## src/rtl/fix_rx_pkg.sv

```systemverilog
// Shared state encoding, error codes and ASCII constants for the FIX receive framing checker.
// The CSUM state only exists when FIX_RX_CHECKSUM_EN is defined.
package fix_rx_pkg;

    typedef enum logic [2:0] {
        StIdle,
        StBegin,
        StTag9,
        StLen,
        StBody,
        StTrailer
`ifdef FIX_RX_CHECKSUM_EN
        , StCsum
`endif
    } rx_state_e;

    localparam logic [2:0] ErrNone     = 3'd0;
    localparam logic [2:0] ErrNoTag9   = 3'd1;
    localparam logic [2:0] ErrBadDigit = 3'd2;
    localparam logic [2:0] ErrTrailer  = 3'd3;
    localparam logic [2:0] ErrCsum     = 3'd4;
    localparam logic [2:0] ErrOverflow = 3'd5;

    localparam logic [7:0] AsciiSoh  = 8'h01;
    localparam logic [7:0] AsciiEq   = 8'h3d;
    localparam logic [7:0] AsciiZero = 8'h30;
    localparam logic [7:0] AsciiOne  = 8'h31;
    localparam logic [7:0] AsciiNine = 8'h39;

    function automatic logic is_digit(input logic [7:0] b);
        return (b >= AsciiZero) && (b <= AsciiNine);
    endfunction

endpackage

```

## src/rtl/ascii_dec_accum.sv

```systemverilog
// ASCII decimal accumulator: folds one digit per enabled cycle into acc = acc*10 + d and
// reports, for the byte currently presented, whether it is a non-digit or would overflow.
module ascii_dec_accum
    import fix_rx_pkg::*;
#(
    parameter int unsigned ACC_WIDTH  = 16,
    parameter int unsigned MAX_DIGITS = 5,
    localparam int unsigned CNT_WIDTH = $clog2(MAX_DIGITS + 1)
) (
    input  logic                 clk,
    input  logic                 rst,
    input  logic                 clr_i,
    input  logic                 digit_valid_i,
    input  logic [7:0]           byte_i,
    output logic [ACC_WIDTH-1:0] acc_o,
    output logic [CNT_WIDTH-1:0] ndigits_o,
    output logic                 non_digit_o,
    output logic                 ovf_o
);

    logic [ACC_WIDTH-1:0] acc_q, acc_d;
    logic [CNT_WIDTH-1:0] cnt_q, cnt_d;
    logic [ACC_WIDTH+3:0] acc_ext, sum;
    logic [3:0]           digit;

    always_comb begin
        non_digit_o = !is_digit(byte_i);
        // '0'..'9' are 8'h30..8'h39, so the low nibble is the digit value
        digit       = byte_i[3:0];
        acc_ext     = {4'b0000, acc_q};
        sum         = (acc_ext << 3) + (acc_ext << 1) + {{ACC_WIDTH{1'b0}}, digit};
        ovf_o       = |sum[ACC_WIDTH+3:ACC_WIDTH];

        acc_d = acc_q;
        cnt_d = cnt_q;
        if (clr_i) begin
            acc_d = '0;
            cnt_d = '0;
        end else if (digit_valid_i && !non_digit_o && !ovf_o &&
                     (cnt_q != CNT_WIDTH'(MAX_DIGITS))) begin
            acc_d = sum[ACC_WIDTH-1:0];
            cnt_d = cnt_q + CNT_WIDTH'(1);
        end
    end

    always_ff @(posedge clk) begin
        if (!rst) begin
            acc_q <= '0;
            cnt_q <= '0;
        end else begin
            acc_q <= acc_d;
            cnt_q <= cnt_d;
        end
    end

    assign acc_o     = acc_q;
    assign ndigits_o = cnt_q;

endmodule

```

## src/rtl/fix_bodylength_rx.sv

```systemverilog
// Receive-side FIX framing checker: parses 9=<len>, counts body bytes and checks that 10= starts
// exactly where the declared body ends. Define FIX_RX_CHECKSUM_EN to also verify the checksum.
module fix_bodylength_rx
    import fix_rx_pkg::*;
#(
    parameter int unsigned LEN_WIDTH  = 16,
    parameter int unsigned MAX_DIGITS = 5
) (
    input  logic                 clk,
    input  logic                 rst,
    input  logic [7:0]           byte_i,
    input  logic                 byte_valid_i,
    input  logic                 sof_i,
    output logic [LEN_WIDTH-1:0] body_len_o,
    output logic [LEN_WIDTH-1:0] body_cnt_o,
    output logic                 busy_o,
    output logic                 done_o,
    output logic                 err_o,
    output logic [2:0]           err_code_o,
    output logic [7:0]           checksum_o
);

    localparam int unsigned CntW = $clog2(MAX_DIGITS + 1);

    rx_state_e            state_q, state_d;
    logic [1:0]           pos_q, pos_d;
    logic [LEN_WIDTH-1:0] len_q, len_d;
    logic [LEN_WIDTH-1:0] cnt_q, cnt_d, cnt_inc;
    logic [2:0]           code_q, code_d;
    logic                 done_q, done_d;
    logic                 err_q, err_d;
    logic                 busy_q, busy_d;
    logic [7:0]           trl_exp;

    logic                 len_clr, len_dv, len_non_digit, len_ovf;
    logic [LEN_WIDTH-1:0] len_acc;
    logic [CntW-1:0]      len_nd;

    ascii_dec_accum #(
        .ACC_WIDTH  (LEN_WIDTH),
        .MAX_DIGITS (MAX_DIGITS)
    ) u_len_accum (
        .clk           (clk),
        .rst           (rst),
        .clr_i         (len_clr),
        .digit_valid_i (len_dv),
        .byte_i        (byte_i),
        .acc_o         (len_acc),
        .ndigits_o     (len_nd),
        .non_digit_o   (len_non_digit),
        .ovf_o         (len_ovf)
    );

`ifdef FIX_RX_CHECKSUM_EN
    logic [7:0] sum_q, sum_d;
    logic       cs_clr, cs_dv, cs_non_digit, cs_ovf;
    logic [9:0] cs_acc;
    logic [1:0] cs_nd;

    ascii_dec_accum #(
        .ACC_WIDTH  (10),
        .MAX_DIGITS (3)
    ) u_cs_accum (
        .clk           (clk),
        .rst           (rst),
        .clr_i         (cs_clr),
        .digit_valid_i (cs_dv),
        .byte_i        (byte_i),
        .acc_o         (cs_acc),
        .ndigits_o     (cs_nd),
        .non_digit_o   (cs_non_digit),
        .ovf_o         (cs_ovf)
    );
`endif

    always_comb begin
        state_d = state_q;
        pos_d   = pos_q;
        len_d   = len_q;
        cnt_d   = cnt_q;
        code_d  = code_q;
        done_d  = 1'b0;
        err_d   = 1'b0;
        len_clr = 1'b0;
        len_dv  = 1'b0;
        cnt_inc = cnt_q + LEN_WIDTH'(1);
        trl_exp = (pos_q == 2'd0) ? AsciiOne : (pos_q == 2'd1) ? AsciiZero : AsciiEq;
`ifdef FIX_RX_CHECKSUM_EN
        sum_d  = sum_q;
        cs_clr = 1'b0;
        cs_dv  = 1'b0;
`endif

        if (byte_valid_i && sof_i) begin
            // A start-of-frame byte always wins: any frame in flight is dropped without a pulse.
            state_d = StBegin;
            pos_d   = 2'd0;
            len_d   = '0;
            cnt_d   = '0;
            code_d  = ErrNone;
            len_clr = 1'b1;
`ifdef FIX_RX_CHECKSUM_EN
            sum_d  = byte_i;
            cs_clr = 1'b1;
`endif
        end else if (byte_valid_i) begin
`ifdef FIX_RX_CHECKSUM_EN
            if (state_q inside {StBegin, StTag9, StLen, StBody}) begin
                sum_d = sum_q + byte_i;
            end
`endif
            unique case (state_q)
                StIdle: begin
                end
                StBegin: begin
                    if (byte_i == AsciiSoh) begin
                        state_d = StTag9;
                        pos_d   = 2'd0;
                    end
                end
                StTag9: begin
                    if (pos_q == 2'd0 && byte_i == AsciiNine) begin
                        pos_d = 2'd1;
                    end else if (pos_q == 2'd1 && byte_i == AsciiEq) begin
                        state_d = StLen;
                    end else begin
                        err_d   = 1'b1;
                        code_d  = ErrNoTag9;
                        state_d = StIdle;
                    end
                end
                StLen: begin
                    if (byte_i == AsciiSoh) begin
                        if (len_nd == '0) begin
                            err_d   = 1'b1;
                            code_d  = ErrBadDigit;
                            state_d = StIdle;
                        end else begin
                            len_d   = len_acc;
                            pos_d   = 2'd0;
                            state_d = (len_acc == '0) ? StTrailer : StBody;
                        end
                    end else if (len_non_digit || len_nd == CntW'(MAX_DIGITS)) begin
                        err_d   = 1'b1;
                        code_d  = ErrBadDigit;
                        state_d = StIdle;
                    end else if (len_ovf) begin
                        err_d   = 1'b1;
                        code_d  = ErrOverflow;
                        state_d = StIdle;
                    end else begin
                        len_dv = 1'b1;
                    end
                end
                StBody: begin
                    cnt_d = cnt_inc;
                    // The byte completing the declared length must close the last body field.
                    if (cnt_inc == len_q) begin
                        if (byte_i == AsciiSoh) begin
                            state_d = StTrailer;
                            pos_d   = 2'd0;
                        end else begin
                            err_d   = 1'b1;
                            code_d  = ErrTrailer;
                            state_d = StIdle;
                        end
                    end
                end
                StTrailer: begin
                    if (byte_i != trl_exp) begin
                        err_d   = 1'b1;
                        code_d  = ErrTrailer;
                        state_d = StIdle;
                    end else if (pos_q != 2'd2) begin
                        pos_d = pos_q + 2'd1;
                    end else begin
`ifdef FIX_RX_CHECKSUM_EN
                        state_d = StCsum;
`else
                        done_d  = 1'b1;
                        state_d = StIdle;
`endif
                    end
                end
`ifdef FIX_RX_CHECKSUM_EN
                StCsum: begin
                    if (cs_nd == 2'd3) begin
                        if (byte_i == AsciiSoh && cs_acc == {2'b00, sum_q}) begin
                            done_d = 1'b1;
                        end else begin
                            err_d  = 1'b1;
                            code_d = ErrCsum;
                        end
                        state_d = StIdle;
                    end else if (cs_non_digit || cs_ovf) begin
                        err_d   = 1'b1;
                        code_d  = ErrCsum;
                        state_d = StIdle;
                    end else begin
                        cs_dv = 1'b1;
                    end
                end
`endif
                default: state_d = StIdle;
            endcase
        end

        busy_d = (state_d != StIdle);
    end

    always_ff @(posedge clk) begin
        if (!rst) begin
            state_q <= StIdle;
            pos_q   <= 2'd0;
            len_q   <= '0;
            cnt_q   <= '0;
            code_q  <= ErrNone;
            done_q  <= 1'b0;
            err_q   <= 1'b0;
            busy_q  <= 1'b0;
        end else begin
            state_q <= state_d;
            pos_q   <= pos_d;
            len_q   <= len_d;
            cnt_q   <= cnt_d;
            code_q  <= code_d;
            done_q  <= done_d;
            err_q   <= err_d;
            busy_q  <= busy_d;
        end
    end

`ifdef FIX_RX_CHECKSUM_EN
    always_ff @(posedge clk) begin
        if (!rst) begin
            sum_q <= 8'h00;
        end else begin
            sum_q <= sum_d;
        end
    end
    assign checksum_o = sum_q;
`else
    assign checksum_o = 8'h00;
`endif

    assign body_len_o = len_q;
    assign body_cnt_o = cnt_q;
    assign busy_o     = busy_q;
    assign done_o     = done_q;
    assign err_o      = err_q;
    assign err_code_o = code_q;

endmodule

```

## config.mk

```make
export PLATFORM = sky130hd
export DESIGN_NAME = fix_bodylength_rx
export DESIGN_NICKNAME = d
export VERILOG_FILES = /design/src/rtl/fix_rx_pkg.sv /design/src/rtl/ascii_dec_accum.sv /design/src/rtl/fix_bodylength_rx.sv
export SDC_FILE = /design/constraint.sdc
export NUM_CORES = 1
export LEC_CHECK = 0
export CAP_MARGIN = 5
export CORE_MARGIN = 2
export CORE_UTILIZATION = 58
export DETAILED_ROUTE_END_ITERATION = 10
export DONT_BUFFER_PORTS = 1
export HOLD_SLACK_MARGIN = 0.1
export PLACE_DENSITY = 0.76
export SLEW_MARGIN = 0
export SYNTH_ARGS = -nofsm -noshare
export SYNTH_HDL_FRONTEND = slang
export SYNTH_SLANG_ARGS = --single-unit
export TNS_END_PERCENT = 30
```

## constraint.sdc

```tcl
create_clock -name clk -period 4.1 [get_ports clk]
set_input_delay 0.82 -clock clk [delete_from_list [all_inputs] [get_ports clk]]
set_output_delay 0.82 -clock clk [all_outputs]
set_load 0.1 [all_outputs]
```

# Yosys cells after proc, flatten, opt, wreduce, memory -nomap -nowiden
# Cells that the tools add are included.
[totals]
input_bits = 12
ff_bits = 62
word_cells = 126
[op_classes]
muxes = 53
n_bitwise = 4
eq_ne = 26
add_sub_neg = 5
magnitude_cmp = 2
reduce_logical = 26
[op_table]
columns = ["cell", "count"]
rows = [
  ["two-way mux 3 bit", 21],
  ["!= test 2 bit, second input constant", 11],
  ["adder 19 x 17 -> 20 bit", 1],
  ["adder 20 x 4 -> 20 bit", 1],
  ["two-way mux 1 bit", 18],
  ["one-hot mux 3 bit (6 select lines)", 1],
  ["adder 16 x 1 -> 16 bit, second input constant", 1],
  ["== test 16 bit", 1],
  ["== test 8 x 6 -> 1 bit, second input constant", 2],
  ["zero test 16 bit", 1],
  ["two-way mux 2 bit", 8],
  ["one-hot mux 3 bit (4 select lines)", 1],
  ["one-hot mux 2 bit (5 select lines)", 1],
  ["== test 3 bit, second input constant", 3],
  ["AND reduction 9 bit", 1],
  ["== test 8 x 1 -> 1 bit, second input constant", 1],
  ["greater-or-equal comparator 8 x 6 -> 1 bit, second input constant", 1],
  ["less-or-equal comparator 8 x 6 -> 1 bit, second input constant", 1],
  ["two-way mux 4 bit", 2],
  ["!= test 8 x 6 -> 1 bit", 1],
  ["AND reduction 8 bit", 1],
  ["logical AND 1 bit", 7],
  ["== test 3 x 2 -> 1 bit, second input constant", 2],
  ["zero test 3 bit", 2],
  ["20 further kinds", 26],
]

# Depth between registers and ports, before layout
[depth]
depth_word = 12
depth_mapped = 13
depth_no_buf = 12

# Cells and area by module
# From an unflattened synthesis, not the netlist that was laid out.
[unflattened]
cells_unflattened = 589
area_unflattened_um2 = 4718.3
[by_module_without_submodules]
columns = ["module", "area_each_um2", "cells_each", "n_inst"]
rows = [
  ["fix_bodylength_rx", 2765.2, 363, 1],
  ["ascii_dec_accum", 1953.1, 226, 1],
]

# Least setup slack after synthesis
# OpenSTA, ideal clock, no wires.
[synth_path]
path_kind = "input port to flip-flop"
startpoint = "input port byte_i[3]"
endpoint = "register u_len_accum.acc_q[10], in the netlist u_len_accum.acc_o[10]"
arrival_ns = 3.859
path_stages = 13
path_buffers = 1
setup_slack_ns = 0.113
cell_sequence = "inv_1 -> fa_1 -> inv_1 -> fa_1 -> a211oi_1 -> o211ai_1 -> nand4_1 -> o21ai_0 -> mux2_2 -> nor4bb_1 -> buf_2 -> mux2i_1 -> nor2_1"
[synth_via]
elab_chain_cells = 12
[synth_rtl]
columns = ["element", "line", "text"]
rows = [
  ["start, declared", "fix_bodylength_rx.sv:11", "input logic [7:0] byte_i,"],
  ["parallel branches: the longest is 12 deep, another holds adder 20 x 4 -> 20 bit", "-", ""],
  ["end signal, assigned", "ascii_dec_accum.sv:48", "acc_q <= '0;"],
  ["end signal, assigned", "ascii_dec_accum.sv:51", "acc_q <= acc_d;"],
  ["end, declared", "ascii_dec_accum.sv:21", "logic [ACC_WIDTH-1:0] acc_q, acc_d;"],
]
# Several ways; the timed one is not identified.
# A chain may end at the register's enable or synchronous reset.

# Final worst setup path
[layout_path]
startpoint = "input port byte_i[3]"
endpoint = "register busy_q, in the netlist busy_o"
[layout_via]
elab_chain_cells = 10
[layout_rtl]
columns = ["element", "line", "text"]
rows = [
  ["parallel branches: the longest is 6 deep, another holds adder 20 x 4 -> 20 bit", "-", ""],
  ["one-hot mux 3 bit (6 select lines) (*)", "fix_bodylength_rx.sv:112", "unique case (state_q)"],
  ["two-way mux 3 bit (*)", "fix_bodylength_rx.sv:106", "end else if (byte_valid_i) begin"],
  ["two-way mux 3 bit (*)", "fix_bodylength_rx.sv:94", "if (byte_valid_i && sof_i) begin"],
  ["nonzero test 3 bit (*)", "fix_bodylength_rx.sv:208", "busy_d = (state_d != StIdle);"],
  ["end signal, assigned", "fix_bodylength_rx.sv:229", "busy_q <= busy_d;"],
  ["end, declared", "fix_bodylength_rx.sv:32", "logic busy_q, busy_d;"],
]
# Mark *: on every way between the ends.

==> impl_metrics.yaml <==
run_status:
  status: "finished clean"
timing:
  finalHoldViolations: 0
  fmax_ghz: 0.2659
  tightest_pin_transition_ns: 1.137
  timing.slew.headroom_pct: 24.11
  final.min_clock_period_ns: 3.761
  setup_tns_ns: 0
  layout_worst_path_cycle_share_pct: 91.72
  rsz0062_at_grt: "no"
  finalMaxSlewViolations: 0
  final_setup_viols: 0
  finClkSkew_ns: 0.01997
cells_and_area:
  share_of_post_route_cells_with_drive_strength_above_1_pct: 10.73
  final-seq-area_mm2: 0.001241
  final_core_util_pct: 65.40
  multiInputGateArea_mm2: 0.003079
  fin_nets: 625
  synthToLayoutAreaGrowth_pct: 10.84
  num_antenna_cells: 0
  fill_cell_total_of_the_finished_layout: 618
yosys:
  ys_warn_count: 0
  synth-seq-cells: 62
  synthesis.instances: 552
  seq_area_frac_synth_pct: 27.51
  post-synth-top-area-cell: "dfxtp_1"
  synth_top_cells_by_area: "dfxtp_1 28%, ha_1 11%, mux2i_1 6.7%, nor2_1 5.3%, xnor2_1 5.0%"
  synth-edff-count: 0
  yosysTopAreaCellShare_pct: 27.51
  syn-mean-instance-area_um2: 8.174
  synth.cell_area_mm2: 0.004512
  async_reset_ff_share_pct: 0
  synth.distinct_cells: 67
  most_used_flip_flop_cell_after_synthesis: "dfxtp_1"
floorplanning:
  start_util_pct: 59.00
  std_cell_rows: 32
  dieArea_mm2: 0.008501
  die_height_um: 92.20
  core_area_mm2: 0.007647
  io-pin-count: 58
  floorplan.die.width_um: 92.20
pwr:
  leakage_power_figure_nw: 2.114
  irDropWorstVdd_mv: 0.1683
  power_density_mw_per_mm2: 249.8
placed_design:
  placement.io_buffers: 0
  half_perimeter_wire_length_after_detailed_placement_um: 8385
  gp_congestion: 1.005
route:
  drt_iter0_drc: 311
  wl_met2_um: 4996
  firstDrtPassIters: 6
  routed.top_layer: "met4"
  drt-met1-wl_um: 4905
  drt-wirelength-per-cell_um: 16.30
  route.met3.wl_um: 705
  drcViolationCount: 0
  vias: 4186
  routed_wirelength_um: 11090
  ant_nets: 0
  vias_per_cell: 6.156
cts:
  post_cts_resized: 0
  max-clock-path-buffers: 2
  clockRootBuffer: "clkbuf_8"
  tritoncts.num_buffers: 9
  tritoncts: "built"
  htree_levels: 3
  cts.hold.buffers_added: 0
  worst_skew_pair.late_latency_ns: 0.36
  clock-sinks: 62
  cts_post_setup_buffers_inserted: 0
  clk_transition_reported_paths_ns: 0.07
global_route:
  antenna_violations_before_repair: 0
  grt_overflow: 0
  pin_count_of_the_biggest_net_entering_global_routing: 54
  grt_util_all_layers_pct: 27.03
  grt_first_pass_wirelength_um: 18550
  number_of_global_route_vias_before_repair: 3913
critical_path:
  timing.reg2reg.setup_slack_ns: 0.36
  cp-end-kind: "flop"
  capture_instance_of_the_worst_register_to_register_path: "busy_o"
  crit_path_max_fanout: 5
  rr_startpoint: "u_len_accum.acc_o[0]"
  timing.critical_path.from_type: "input port"
  worst_ep_required_time_ns: 4.33
  arrival_ns: 3.99
  path_class: "input port to flop"
  r2r_cells: 12
worst_hold_path:
  worst_hold_path.num_cells: 2
  hp-start: "pos_q[1]"
  min_delay_endpoint: "pos_q[1]"
  min_path_type: "flop to flop"
flow_run:
  timing.max_cap.violations: 0
[registers in the layout, indices dropped and copies added, names as in the netlist]
name and flops:
body_len_o 16, state_q 3, err_code_o 3, u_len_accum.acc_o 16, u_len_accum.ndigits_o 3, pos_q 2
done_o 1, busy_o 1, err_o 1, body_cnt_o 16
[power by group]
part	switching [mW]	total (mW)	internal (mW)
logic	0.0539	0.0642	0.0103
registers	0.0100	0.614	0.604
clock network	0.255	0.571	0.316
[through the flow]
stage | hold slack (ns) | setup slack (ns) | area [µm²] | total power [mW] | instances
6_report | 0.5126 | 0.3395 | 5001 | 1.249 | 680
5_1_grt | 0.5685 | 0.1448 | 5001 | 1.279 | 680
4_1_cts | 0.5135 | 0.3606 | 5001 | 1.252 | 680
3_5_place_dp | 0.5043 | 0.04018 | 4791 | 0.6913 | 664
3_3_place_gp | 0.4968 | 0.1188 | 4791 | 0.6905 | 664
2_1_floorplan | 0.4695 | 0.1133 | 4538 | 0.6919 | 559
[routing by layer]
| metal | up-vias | global-route usage, % |
|---|---|---|
| met4 | 0 | 14.18 |
| li1 | 2028 | - |
| met1 | 1956 | 34.84 |
| met3 | 37 | 5.588 |
| met5 | - | 0 |
| met2 | 165 | 42.52 |
[cell type report]
cell class	instances	share of cell area, %
timing repair buffer	33	5.204
inverter	22	1.651
tap	102	2.552
sequential	62	24.82
clock buffer	12	3.102
multi-input combinational	445	61.57
clock inverter	4	1.101
[cell usage after synthesis (2+ instances only)]
master     n
nor2b_1    2
and4_1     5
a21o_1     5
inv_1     22
a211oi_1   6
nand4b_1   2
o221ai_1   3
and3_1     5
fa_1       2
or3_1      8
or2_2      2
nand2b_1   6
o31ai_1    2
and2_1     2
dfxtp_1   62
o21ai_0   26
o21bai_1   5
a211o_1    5
nor4_1     9
xnor2_1   26
nor2_1    64
o22ai_1    3
a31oi_1    4
o41ai_1    2
a21boi_0   2
a311oi_1   2
nand3b_1   5
xor2_1    16
nand4_1   10
nand2_1   41
mux2i_1   30
buf_2      7
ha_1      38
buf_4      8
clkbuf_1  13
nor3_1    10
o211ai_1   4
a21oi_1   38
nand3_1   16
o21a_1     6
mux2_2     2
[how the worst max path moves through the flow]
| stage | startpoint | to | slack, ns | cells after the start |
|---|---|---|---|---|
| after global placement | byte_i[3] | busy_o | 0.12 | 12 |
| after global routing | u_len_accum.acc_o[0] | busy_o | 0.14 | 12 |
| after floorplan | byte_i[3] | u_len_accum.acc_o[10] | 0.11 | 13 |
| final | byte_i[3] | busy_o | 0.34 | 12 |
| after detailed placement | byte_i[3] | busy_o | 0.04 | 12 |
| after CTS | byte_i[3] | busy_o | 0.36 | 12 |
[critical path, cell delays in order]
cell	delay, ns
inv_1	0.04
fa_1	0.54
inv_1	0.07
fa_1	0.45
a211oi_1	0.33
o211ai_1	0.19
and4b_1	0.20
a211oi_1	0.29
o21bai_1	0.23
nor4_1	0.11
o311a_1	0.37
or3_1	0.33
[cells in the final DEF, fill, tap and decap left out, types with 11 or more instances in the layout]
| master | instances |
|---|---|
| xor2_1 | 16 |
| o21ai_0 | 26 |
| buf_4 | 32 |
| clkbuf_8 | 11 |
| nor2_1 | 64 |
| dfxtp_1 | 62 |
| ha_1 | 38 |
| xnor2_1 | 26 |
| a21oi_1 | 38 |
| mux2i_1 | 30 |
| inv_1 | 22 |
| nand2_1 | 40 |
| nand3_1 | 16 |
[cells by family after synthesis]
group | count (synthesis) | share of synthesized area, %
other | 1 | 0.08311
adder cells (fa/ha/maj) | 40 | 11.43
buffers and inverters | 52 | 5.213
AND/OR/NAND/NOR | 199 | 22.71
flip-flops | 62 | 27.51
AO/OA/AOI/OAI | 124 | 17.75
XOR/XNOR | 42 | 8.153
multiplexers | 32 | 7.155
Note: power is estimated with default switching activity, not from simulation.
